--- src/rtl/fifo_pkg.sv ---
// ============================================================================
//  Module   : fifo_pkg
//  Purpose  : Shared mode constants and sizing helper for the programmable FIFO.
//  Revision : 1.0 - initial release
// ============================================================================
`default_nettype none

package fifo_pkg;

    localparam int FIFO_MODE_STD  = 0;
    localparam int FIFO_MODE_FWFT = 1;

    // Width needed to hold an occupancy of 0..depth inclusive.
    function automatic int calc_cw(input int depth);
        return $clog2(depth + 1);
    endfunction

endpackage

`default_nettype wire

--- src/rtl/fifo_mem.sv ---
// ============================================================================
//  Module   : fifo_mem
//  Purpose  : 1-write / 1-read storage array, synchronous write, async read.
//  Revision : 1.0 - initial release
// ============================================================================
`default_nettype none

module fifo_mem #(
    parameter  int WIDTH = 16,
    parameter  int DEPTH = 8,
    localparam int c_AW  = $clog2(DEPTH)
) (
    input  logic              clk,
    input  logic              i_we,
    input  logic [c_AW-1:0]   i_waddr,
    input  logic [WIDTH-1:0]  i_wdata,
    input  logic [c_AW-1:0]   i_raddr,
    output logic [WIDTH-1:0]  o_rdata
);

    // No reset: contents are meaningless until written through the pointers.
    logic [WIDTH-1:0] r_mem_q [DEPTH];

    always_ff @(posedge clk) begin
        if (i_we) begin
            r_mem_q[i_waddr] <= i_wdata;
        end
    end

    assign o_rdata = r_mem_q[i_raddr];

endmodule

`default_nettype wire

--- src/rtl/fifo_prog.sv ---
// ============================================================================
//  Module   : fifo_prog
//  Purpose  : Synchronous FIFO with programmable thresholds, std or FWFT read.
//  Revision : 1.0 - initial release
// ============================================================================
`default_nettype none

module fifo_prog
    import fifo_pkg::*;
#(
    parameter  int FIFO_WIDTH = 16,
    parameter  int FIFO_DEPTH = 8,
    parameter  int FWFT       = 0,
    localparam int c_CW       = calc_cw(FIFO_DEPTH)
) (
    input  logic                  clk,
    input  logic                  rst,
    input  logic [FIFO_WIDTH-1:0] data_in,
    input  logic                  wr_en,
    input  logic                  rd_en,
    input  logic [c_CW-1:0]       af_thresh,
    input  logic [c_CW-1:0]       ae_thresh,
    output logic [FIFO_WIDTH-1:0] data_out,
    output logic [c_CW-1:0]       count,
    output logic                  wr_ack,
    output logic                  overflow,
    output logic                  underflow,
    output logic                  full,
    output logic                  empty,
    output logic                  almostfull,
    output logic                  almostempty
);

    localparam int              c_AW    = $clog2(FIFO_DEPTH);
    localparam logic [c_CW-1:0] c_DEPTH = c_CW'(FIFO_DEPTH);
    localparam logic [c_AW-1:0] c_LAST  = c_AW'(FIFO_DEPTH - 1);

    logic [c_AW-1:0]       r_wr_ptr_q, w_wr_ptr_d;
    logic [c_AW-1:0]       r_rd_ptr_q, w_rd_ptr_d;
    logic [c_CW-1:0]       r_count_q,  w_count_d;
    logic                  r_wr_ack_q, w_wr_ack_d;
    logic                  r_overflow_q, w_overflow_d;
    logic                  r_underflow_q, w_underflow_d;
    logic                  w_wr_accept;
    logic                  w_rd_accept;
    logic                  w_mem_we;
    logic [FIFO_WIDTH-1:0] w_mem_rdata;

    always_comb begin
        // A full FIFO still takes a write when a read frees the slot this cycle.
        w_wr_accept   = wr_en && ((r_count_q < c_DEPTH) ||
                                  (rd_en && (r_count_q == c_DEPTH)));
        w_rd_accept   = rd_en && (r_count_q != '0);

        w_wr_ptr_d    = r_wr_ptr_q;
        w_rd_ptr_d    = r_rd_ptr_q;
        w_count_d     = r_count_q;

        if (w_wr_accept) begin
            w_wr_ptr_d = (r_wr_ptr_q == c_LAST) ? '0 : r_wr_ptr_q + c_AW'(1);
        end
        if (w_rd_accept) begin
            w_rd_ptr_d = (r_rd_ptr_q == c_LAST) ? '0 : r_rd_ptr_q + c_AW'(1);
        end

        case ({w_wr_accept, w_rd_accept})
            2'b10:   w_count_d = r_count_q + c_CW'(1);
            2'b01:   w_count_d = r_count_q - c_CW'(1);
            default: w_count_d = r_count_q;
        endcase

        w_wr_ack_d    = w_wr_accept;
        w_overflow_d  = wr_en && !w_wr_accept;
        w_underflow_d = rd_en && !w_rd_accept;
    end

    always_ff @(posedge clk) begin
        if (rst) begin
            r_wr_ptr_q    <= '0;
            r_rd_ptr_q    <= '0;
            r_count_q     <= '0;
            r_wr_ack_q    <= 1'b0;
            r_overflow_q  <= 1'b0;
            r_underflow_q <= 1'b0;
        end else begin
            r_wr_ptr_q    <= w_wr_ptr_d;
            r_rd_ptr_q    <= w_rd_ptr_d;
            r_count_q     <= w_count_d;
            r_wr_ack_q    <= w_wr_ack_d;
            r_overflow_q  <= w_overflow_d;
            r_underflow_q <= w_underflow_d;
        end
    end

    assign w_mem_we = w_wr_accept && !rst;

    fifo_mem #(
        .WIDTH (FIFO_WIDTH),
        .DEPTH (FIFO_DEPTH)
    ) u_mem (
        .clk     (clk),
        .i_we    (w_mem_we),
        .i_waddr (r_wr_ptr_q),
        .i_wdata (data_in),
        .i_raddr (r_rd_ptr_q),
        .o_rdata (w_mem_rdata)
    );

    generate
        if (FWFT == FIFO_MODE_FWFT) begin : g_fwft
            assign data_out = (r_count_q != '0) ? w_mem_rdata : '0;
        end else begin : g_std
            logic [FIFO_WIDTH-1:0] r_dout_q, w_dout_d;

            always_comb begin
                w_dout_d = r_dout_q;
                if (w_rd_accept) begin
                    w_dout_d = w_mem_rdata;
                end
            end

            always_ff @(posedge clk) begin
                if (rst) begin
                    r_dout_q <= '0;
                end else begin
                    r_dout_q <= w_dout_d;
                end
            end

            assign data_out = r_dout_q;
        end
    endgenerate

    assign count       = r_count_q;
    assign wr_ack      = r_wr_ack_q;
    assign overflow    = r_overflow_q;
    assign underflow   = r_underflow_q;
    assign full        = (r_count_q == c_DEPTH);
    assign empty       = (r_count_q == '0);
    assign almostfull  = (r_count_q >= af_thresh);
    assign almostempty = (r_count_q <= ae_thresh);

endmodule

`default_nettype wire

--- config.mk ---
export PLATFORM = sky130hd
export DESIGN_NAME = fifo_prog
export DESIGN_NICKNAME = d
export VERILOG_FILES = /design/src/rtl/fifo_pkg.sv /design/src/rtl/fifo_mem.sv /design/src/rtl/fifo_prog.sv
export SDC_FILE = /design/constraint.sdc
export NUM_CORES = 1
export LEC_CHECK = 0
export CORE_MARGIN = 10
export CORE_UTILIZATION = 41
export DETAILED_ROUTE_END_ITERATION = 10
export SLEW_MARGIN = 20
export SYNTH_ARGS = -nofsm -noshare
export SYNTH_HDL_FRONTEND = slang
export SYNTH_HIERARCHICAL = 1
export SYNTH_SLANG_ARGS = --single-unit
--- constraint.sdc ---
create_clock -name clk -period 4.5 [get_ports clk]
set_input_delay 0.45 -clock clk [delete_from_list [all_inputs] [get_ports clk]]
set_output_delay 0.45 -clock clk [all_outputs]
set_load 0.05 [all_outputs]
# Word level (Yosys, flattened, before mapping)
# Memory sizes are Yosys's and may differ from the RTL's. A register that Yosys moved wholly into a read port is not among the register bits.
# Cells that the tools add are included.
[classes]
bitwise = 0
n_div = 0
order_cmp = 3
muxes = 5
eq_ne = 5
n_mul = 0
shifts = 0
reduce_logical = 13
n_addsub = 4
[op_table]
columns = ["cell", "count"]
rows = [
  ["4-bit one-hot mux with 2 select lines", 1],
  ["3-bit by 1-bit adder with 3-bit output (second input constant)", 2],
  ["3-bit equality test (second input constant)", 2],
  ["1-bit logical AND", 6],
  ["3-bit 2-to-1 mux", 2],
  ["4-bit by 1-bit adder with 4-bit output (second input constant)", 1],
  ["4-bit equality test (second input constant)", 1],
  ["4-bit greater-or-equal comparator", 1],
  ["4-bit less-or-equal comparator", 1],
  ["4-bit logical NOT", 1],
  ["4-bit less-than comparator (second input constant)", 1],
  ["4-bit nonzero test", 1],
  ["4-bit by 1-bit subtractor with 4-bit output (second input constant)", 1],
  ["1-bit logical NOT", 3],
  ["2-bit by 1-bit equality test with 1-bit output (second input constant)", 1],
  ["2-bit equality test (second input constant)", 1],
  ["1-bit 2-to-1 mux", 2],
  ["2-bit nonzero test", 1],
  ["1-bit logical OR", 1],
]
[word_totals]
romBits = 0
latch_bits = 0
ramBits = 128
out_inout_bits = 27
mem_count = 1
regBits = 13
[memory_table]
columns = ["memory", "words", "word_bits", "read_ports", "rd_ports_with_merged_regs", "wr", "line_no", "source"]
rows = [
  ["u_mem.r_mem_q", 8, 16, 1, 1, 1, "fifo_mem.sv:22", "logic [WIDTH-1:0] r_mem_q [DEPTH];"],
]

# Longest topological paths before layout
# Gate-level depths: netlist of the first run.
[logic_depth]
ltp_word = 7
mapped_depth = 11
depth_no_buf = 10

# Modules after synthesis
# Netlist of the first run, hierarchy kept.
[modules_own_cells]
columns = ["module", "seq_area_each_um2", "n_inst", "cells_per_inst", "area_each_um2"]
rows = [
  ["fifo_mem", 3843.7, 1, 198, 4973.5],
  ["fifo_prog", 580.6, 1, 164, 1425.1],
]

# Worst setup path before layout of the first run
# No wires, ideal clock.
[synth_timing]
path_type = "reg-to-output"
from = "register r_count_q[1] (netlist: count[1])"
to = "output port almostempty"
path_stages_with_launch = 6
arrival_ps = 2628
path_slack_ps = 1422
path_buffers = 0
path_cell_list = "dfxtp_1 ha_1 nor2b_1 o21a_1 o21a_1 o21ai_0"
[synth_between]
elab_chain_len = 1
[synth_rtl]
columns = ["item", "line_no", "source"]
rows = [
  ["start: declaration", "fifo_prog.sv:40", "logic [c_CW-1:0] r_count_q, w_count_d;"],
  ["start signal: assignment", "fifo_prog.sv:88", "r_count_q <= w_count_d;"],
  ["4-bit less-or-equal comparator", "fifo_prog.sv:141", "assign almostempty = (r_count_q <= ae_thresh);"],
  ["end: declaration", "fifo_prog.sv:31", "output logic almostempty"],
]
# No other way between the ends.

# Worst setup path in the final report of the first run
# Same ends and word-level chain as after synthesis.

==> reports/qor.yml, run 1 <==
cts_tree: "built"
std_cell_rows: 45
arrival_ns: 2.70
io_pins: 55
tightestPinTransition_ns: 0.9694
hold_viol: 0
fin_crit_sh_pct: 69.92
grt_pass1_vias: 3393
worst_clock_skew_ns: 0.005590
worstSetupEndpointType: "output port"
reg2reg_from: "count[3]"
status: "finished, final reports clean"
synth_edf_count: 128
place_inst: 620
period_minus_slack_ns: 3.146
yosysWarnings: 6
num_antenna_cells: 0
hold_class: "register to register"
post_drt_wl_per_cell_um: 18.93
path_buf_inv: 1
place_ws_ns: 1.369
relSlewSlack_pct: 35.29
critical-path-top-delay-family: "buffers and inverters"
numCtsBuffers: 17
finalWorstSetupSlack_ns: 1.354
clock-sinks: 157
finalPower_mw: 4.179
vias: 3273
cts.clk_slew.worst_paths_ns: 0.06
crit_path_top_delay_cell: "clkdlybuf4s50_1"
routed_wirelength_mm: 12.32
initial_utilization_pct: 41.94
die_h_um: 144.9
crit_path_max_fanout: 9
setup_violations: 0
cts_resized: 0
rsz0062_at_grt: "false"
die_area_um2: 21000
cts_setup_buffers: 0
root_buffer: "clkbuf_16"
drv_cap: 0
crit_path_frequent_cell: "o21a_1"
cts_buffer_depth: 2
grtUsageTotal_pct: 12.08
avgViaCountPerCell: 5.028
synthesis.nets: 406
insertion_delay_ns: 0.41
postSynthCellCount: 362
crit_start: "count[1]"
ys_seq_elements: 157
core_um2: 15260
htreeDepth: 4
final_max_slew_viol_count: 0
syn_area_um2: 6399
ys.flop_type: "edfxtp_1"
cts_hold_buffers: 0
drc: 0
tns_ns: 0
die_x_um: 144.9
place.gp.congestion: 0.7075
finalNonFillerCells: 651
antenna_found_initial: 0
required_ns: 4.05
layout-drive-gt1-share_pct: 15.68
overflow: 0
port_buffers: 54
area_growth_syn_to_layout_pct: 20.16
final_antenna_net_count: 0
detail_route.first_pass.iterations: 5
synthArstFlopShare_pct: 0
critPathKind: "register to output port"
hold_start: "data_out[1]"
fmax_mhz: 317.8
grt_pass1_wl_mm: 19.73
yosysSeqAreaShare_pct: 69.14
finalNetCount: 472
slowest_delay_ns: 0.83
ys_types: 40
crit_chain: "ha_1, nor2b_1, o21a_1, o21a_1, o21ai_0, clkdlybuf4s50_1"
power_leakage_nw: 2.629
p_per_area_nw_per_um2: 543.6
place_hpwl_mm: 7.468
grt_max_degree: 36
peakVddDrop_mv: 0.3313
synth_area_per_cell_um2: 17.68
drtIter0Drc: 152
cp-start-kind: "register"
-- state kept, by name, indices dropped and copies added, names as in the netlist --
register       flops
r_wr_ptr_q         3
r_rd_ptr_q         3
count              4
data_out          16
u_mem/r_mem_q    128
wr_ack             1
overflow           1
underflow          1
-- cells in the mapped netlist, types with 4 or more instances --
master	instances	share of area [%]
nor2_1	16	0.94
dfxtp_1	29	9.1
ha_1	15	2.9
nand2_1	40	2.3
nand2b_1	5	0.49
mux2_2	16	2.8
mux4_2	4	1.4
mux4_1	28	11
buf_6	4	0.70
inv_1	11	0.65
edfxtp_1	128	60
clkbuf_1	5	0.29
a21oi_1	23	1.8
-- cells in the final DEF, fill, tap and decap left out, drive strengths merged, types with 15 or more instances in the layout --
| cell | count |
|---|---|
| ha | 15 |
| mux4 | 32 |
| a21oi | 24 |
| clkdlybuf4s50 | 54 |
| clkbuf | 17 |
| dfxtp | 29 |
| nand2 | 41 |
| mux2 | 16 |
| nor2 | 16 |
| edfxtp | 128 |
-- logic make-up after synthesis --
logic type               Yosys count  synth area share [%]
buffers and inverters             28                 2.659
multiplexers                      51                 16.19
adder cells (fa/ha/maj)           16                 3.246
AO/OA/AOI/OAI                     32                 2.874
flip-flops                       157                 69.14
AND/OR/NAND/NOR                   76                 5.612
XOR/XNOR                           2                0.2738
-- stage by stage --
step                      cell area [um^2]  hold WS (ns)  util (%)
after floorplan                       6399        0.4477         -
after global placement                7158        0.4456     46.91
after detailed placement              7158        0.4504     46.91
after CTS                             7686        0.4585     50.37
after global routing                  7689        0.4760     50.39
final                                 7689        0.4522     50.39
-- final timing paths --
check	to	slack [ns]	depth (start not counted)
setup / recovery	almostempty	1.35	6
hold / removal	data_out[1]	0.45	2
setup reg to reg	count[3]	1.56	9
hold reg to reg	data_out[1]	0.45	2
-- final cells by class --
class                      instances  area [um^2]
fill                            1273         7570
clock inverter                    14        102.6
multi-input combinational        177         1814
inverter                          12        45.04
timing repair buffer              63        608.1
clock buffer                      17        425.4
tap                              211        264.0
sequential                       157         4429
-- where the power goes --
group          internal, mW  switching (mW)
combinational         0.474           0.619
sequential             1.67           0.149
clock                 0.744           0.524
total                  2.89            1.29
-- per-layer routing --
metal	GRT usage (%)	routed length [um]	up-vias	share of wire, %
met1	15.60	5638	1631	46
met5	0	0	-	0
met3	3.229	691	7	5.6
li1	-	-	1550	-
met2	18.83	5884	85	48
met4	5.056	108	0	0.88
-- worst reg2reg max path: cells and delay by family, from the launching register on --
| family | cells | cell delay, ns |
|---|---|---|
| mux | 2 | 0.43 |
| simple gates | 2 | 0.84 |
| flops | 1 | 0.38 |
| buf+inv | 1 | 0.25 |
| fa+ha+maj | 2 | 0.58 |
| compound gates | 2 | 0.38 |
No activity file was read; power rests on OpenSTA's default activity.
==> run 2: changes to the inputs <==
Clock period 4.5 ns to 3.09 ns, I/O delays scaled along.
==> run 2 against run 1 <==
Non-clock buffer count increased by 7. Critical path depth increased by 3. First-iteration DRC count increased by 24%. Utilization increased by 0.61 points. Sequential power increased by 45%. Highest routed layer unchanged. Largest cell class unchanged. Die area unchanged.
==> reports/qor.yml, run 2 (synthesized netlist as in run 1, its figures left out) <==
die_x_um: 144.9  # unchanged
routed_wirelength_mm: 12.64  # +2.5%
largest_reg_flops: 128  # unchanged
fillers: 1279  # +0.47%
std_cell_rows: 45  # unchanged
power_leakage_nw: 2.698  # +2.6%
r2r_end: "count[3]"
worst_clock_skew_ns: 0.007264  # +0.001673 ns
cts.clk_slew.worst_paths_ns: 0.06  # about the same
fmax_mhz: 371.5
num_antenna_cells: 0  # unchanged
post_drt_wl_per_cell_um: 19.17  # +1.3%
tightestPinTransition_ns: 1.080  # +0.1104 ns
place_ws_ns: 0.3004  # -1.069 ns
drtIter0Drc: 189  # +24%
place.gp.congestion: 0.7304  # +3.2%
seq_area_um2: 4427  # about the same
clock-sinks: 157  # unchanged
timing.critical_path.to: "count[3]"
io_pins: 55  # unchanged
layout_commonest_cell: "edfxtp_1"
fin_crit_sh_pct: 87.12
required_ns: 3.44  # -0.61 ns
vias: 3315  # +1.3%
r2r_cells: 9  # unchanged
area_growth_syn_to_layout_pct: 21.61
detail_route.first_pass.iterations: 4  # -1
final_antenna_net_count: 0  # unchanged
reg2reg_from: "count[0]"
setup_violations: 0  # unchanged
cts_hold_buffers: 0  # unchanged
critPathKind: "register to register"
final_area_um2: 7781  # +1.2%
port_buffers: 54  # unchanged
drv_cap: 0  # unchanged
crit_path_max_fanout: 19  # +10
root_buffer: "clkbuf_16"
cts_resized: 0  # unchanged
final_cell_mix: "edfxtp_1 (128), clkdlybuf4s50_1 (52), nand2_1 (40)"
initial_utilization_pct: 41.94  # unchanged
final_util_pct: 51.00  # +0.61 points
insertion_delay_ns: 0.42  # about the same
cp-start-kind: "register"
multi_input_area_um2: 1814  # unchanged
die_h_um: 144.9  # unchanged
cts_buffer_depth: 2  # unchanged
grt_pass1_wl_mm: 19.91  # +0.91%
peakVddDrop_mv: 0.3883  # +17%
rsz0062_at_grt: "false"
tns_ns: 0  # unchanged
placed_area_um2: 7221  # +0.87%
numCtsBuffers: 17  # unchanged
avgViaCountPerCell: 5.030  # about the same
hold_viol: 0  # unchanged
overflow: 0  # unchanged
final_max_slew_viol_count: 0  # unchanged
cts_tree: "built"
rrSetupSlack_ns: 0.40  # -1.16 ns
drc: 0  # unchanged
cts_setup_buffers: 0  # unchanged
worstSetupEndpointType: "register"
finalNetCount: 479  # +1.5%
p_per_area_nw_per_um2: 798.9  # +47%
core_um2: 15260  # unchanged
arrival_ns: 3.04  # +0.34 ns
place_hpwl_mm: 7.618  # +2.0%
top_register: "u_mem/r_mem_q"
grt_max_degree: 36  # unchanged
period_minus_slack_ns: 2.692
die_area_um2: 21000  # unchanged
antenna_found_initial: 0  # unchanged
crit_start: "count[0]"
finalWorstSetupSlack_ns: 0.3981  # -0.9554 ns
status: "finished, final reports clean"
htreeDepth: 4  # unchanged
layout-drive-gt1-share_pct: 17.41  # +1.7 points
hold_class: "register to register"
grtUsageTotal_pct: 12.34  # +0.26 points
relSlewSlack_pct: 28.02  # -7.3 points
grt_pass1_vias: 3520  # +3.7%
[run 2: cell types whose count changed in the layout (fill, tap and decap cells not counted), moves of 2 or more]
cell / change
clkdlybuf4s50_1: -2
clkinv_1: -3
buf_4: +7
clkbuf_1: +3
[run 2: layout make-up]
type | instances | share of cell area (%)
multi-input cells | 177 | 23.32
well taps | 211 | 3.393
clock buffers | 20 | 5.612
flip-flops and latches | 157 | 56.89
inverters | 12 | 0.5789
clock inverters | 12 | 1.560
repair buffers | 70 | 8.651
[run 2: worst max-delay path, cell delays in order, from the launching register on]
cell and delay [ns]:
dfxtp_1 0.39, or4_4 0.58, nand2_4 0.09, inv_2 0.18
ha_1 0.30, ha_1 0.28, a21o_2 0.20, a21oi_1 0.17
mux2i_1 0.24, mux2i_1 0.19
[run 2: per-stage QoR]
stage	cells	power, mW	hold WS, ns
final	659	6.216	0.4545
after global routing	659	6.518	0.4802
after CTS	659	6.295	0.4584
after detailed placement	627	4.325	0.4494
after global placement	627	4.302	0.4451
after floorplan	362	3.887	0.4079
[run 2: routing by layer]
metal	global-route usage, %	share of wire (%)	up-vias
li1	-	-	1568
met2	19.38	48	74
met5	0	0	-
met4	4.290	0.95	0
met1	15.67	47	1663
met3	4.036	4.3	10
[run 2: where the power goes]
group          internal, mW  switching, mW  total [mW]  leakage [nW]
sequential             2.43          0.206        2.63          1.39
clock                  1.18          0.783        1.96         0.271
combinational         0.703          0.917        1.62          1.03
total                  4.31           1.91        6.22          2.70
[run 2: worst min path at each step]
stage                 start                  end  slack, ns  cells after the start
6_report        data_out[1]          data_out[1]       0.45                      2
3_5_place_dp    data_out[1]          data_out[1]       0.45                      2
2_1_floorplan    data_in[0]  u_mem/r_mem_q[0][0]       0.41                      0
5_1_grt         data_out[5]          data_out[5]       0.48                      2
4_1_cts         data_out[1]          data_out[1]       0.46                      2
3_3_place_gp   data_out[15]         data_out[15]       0.45                      2
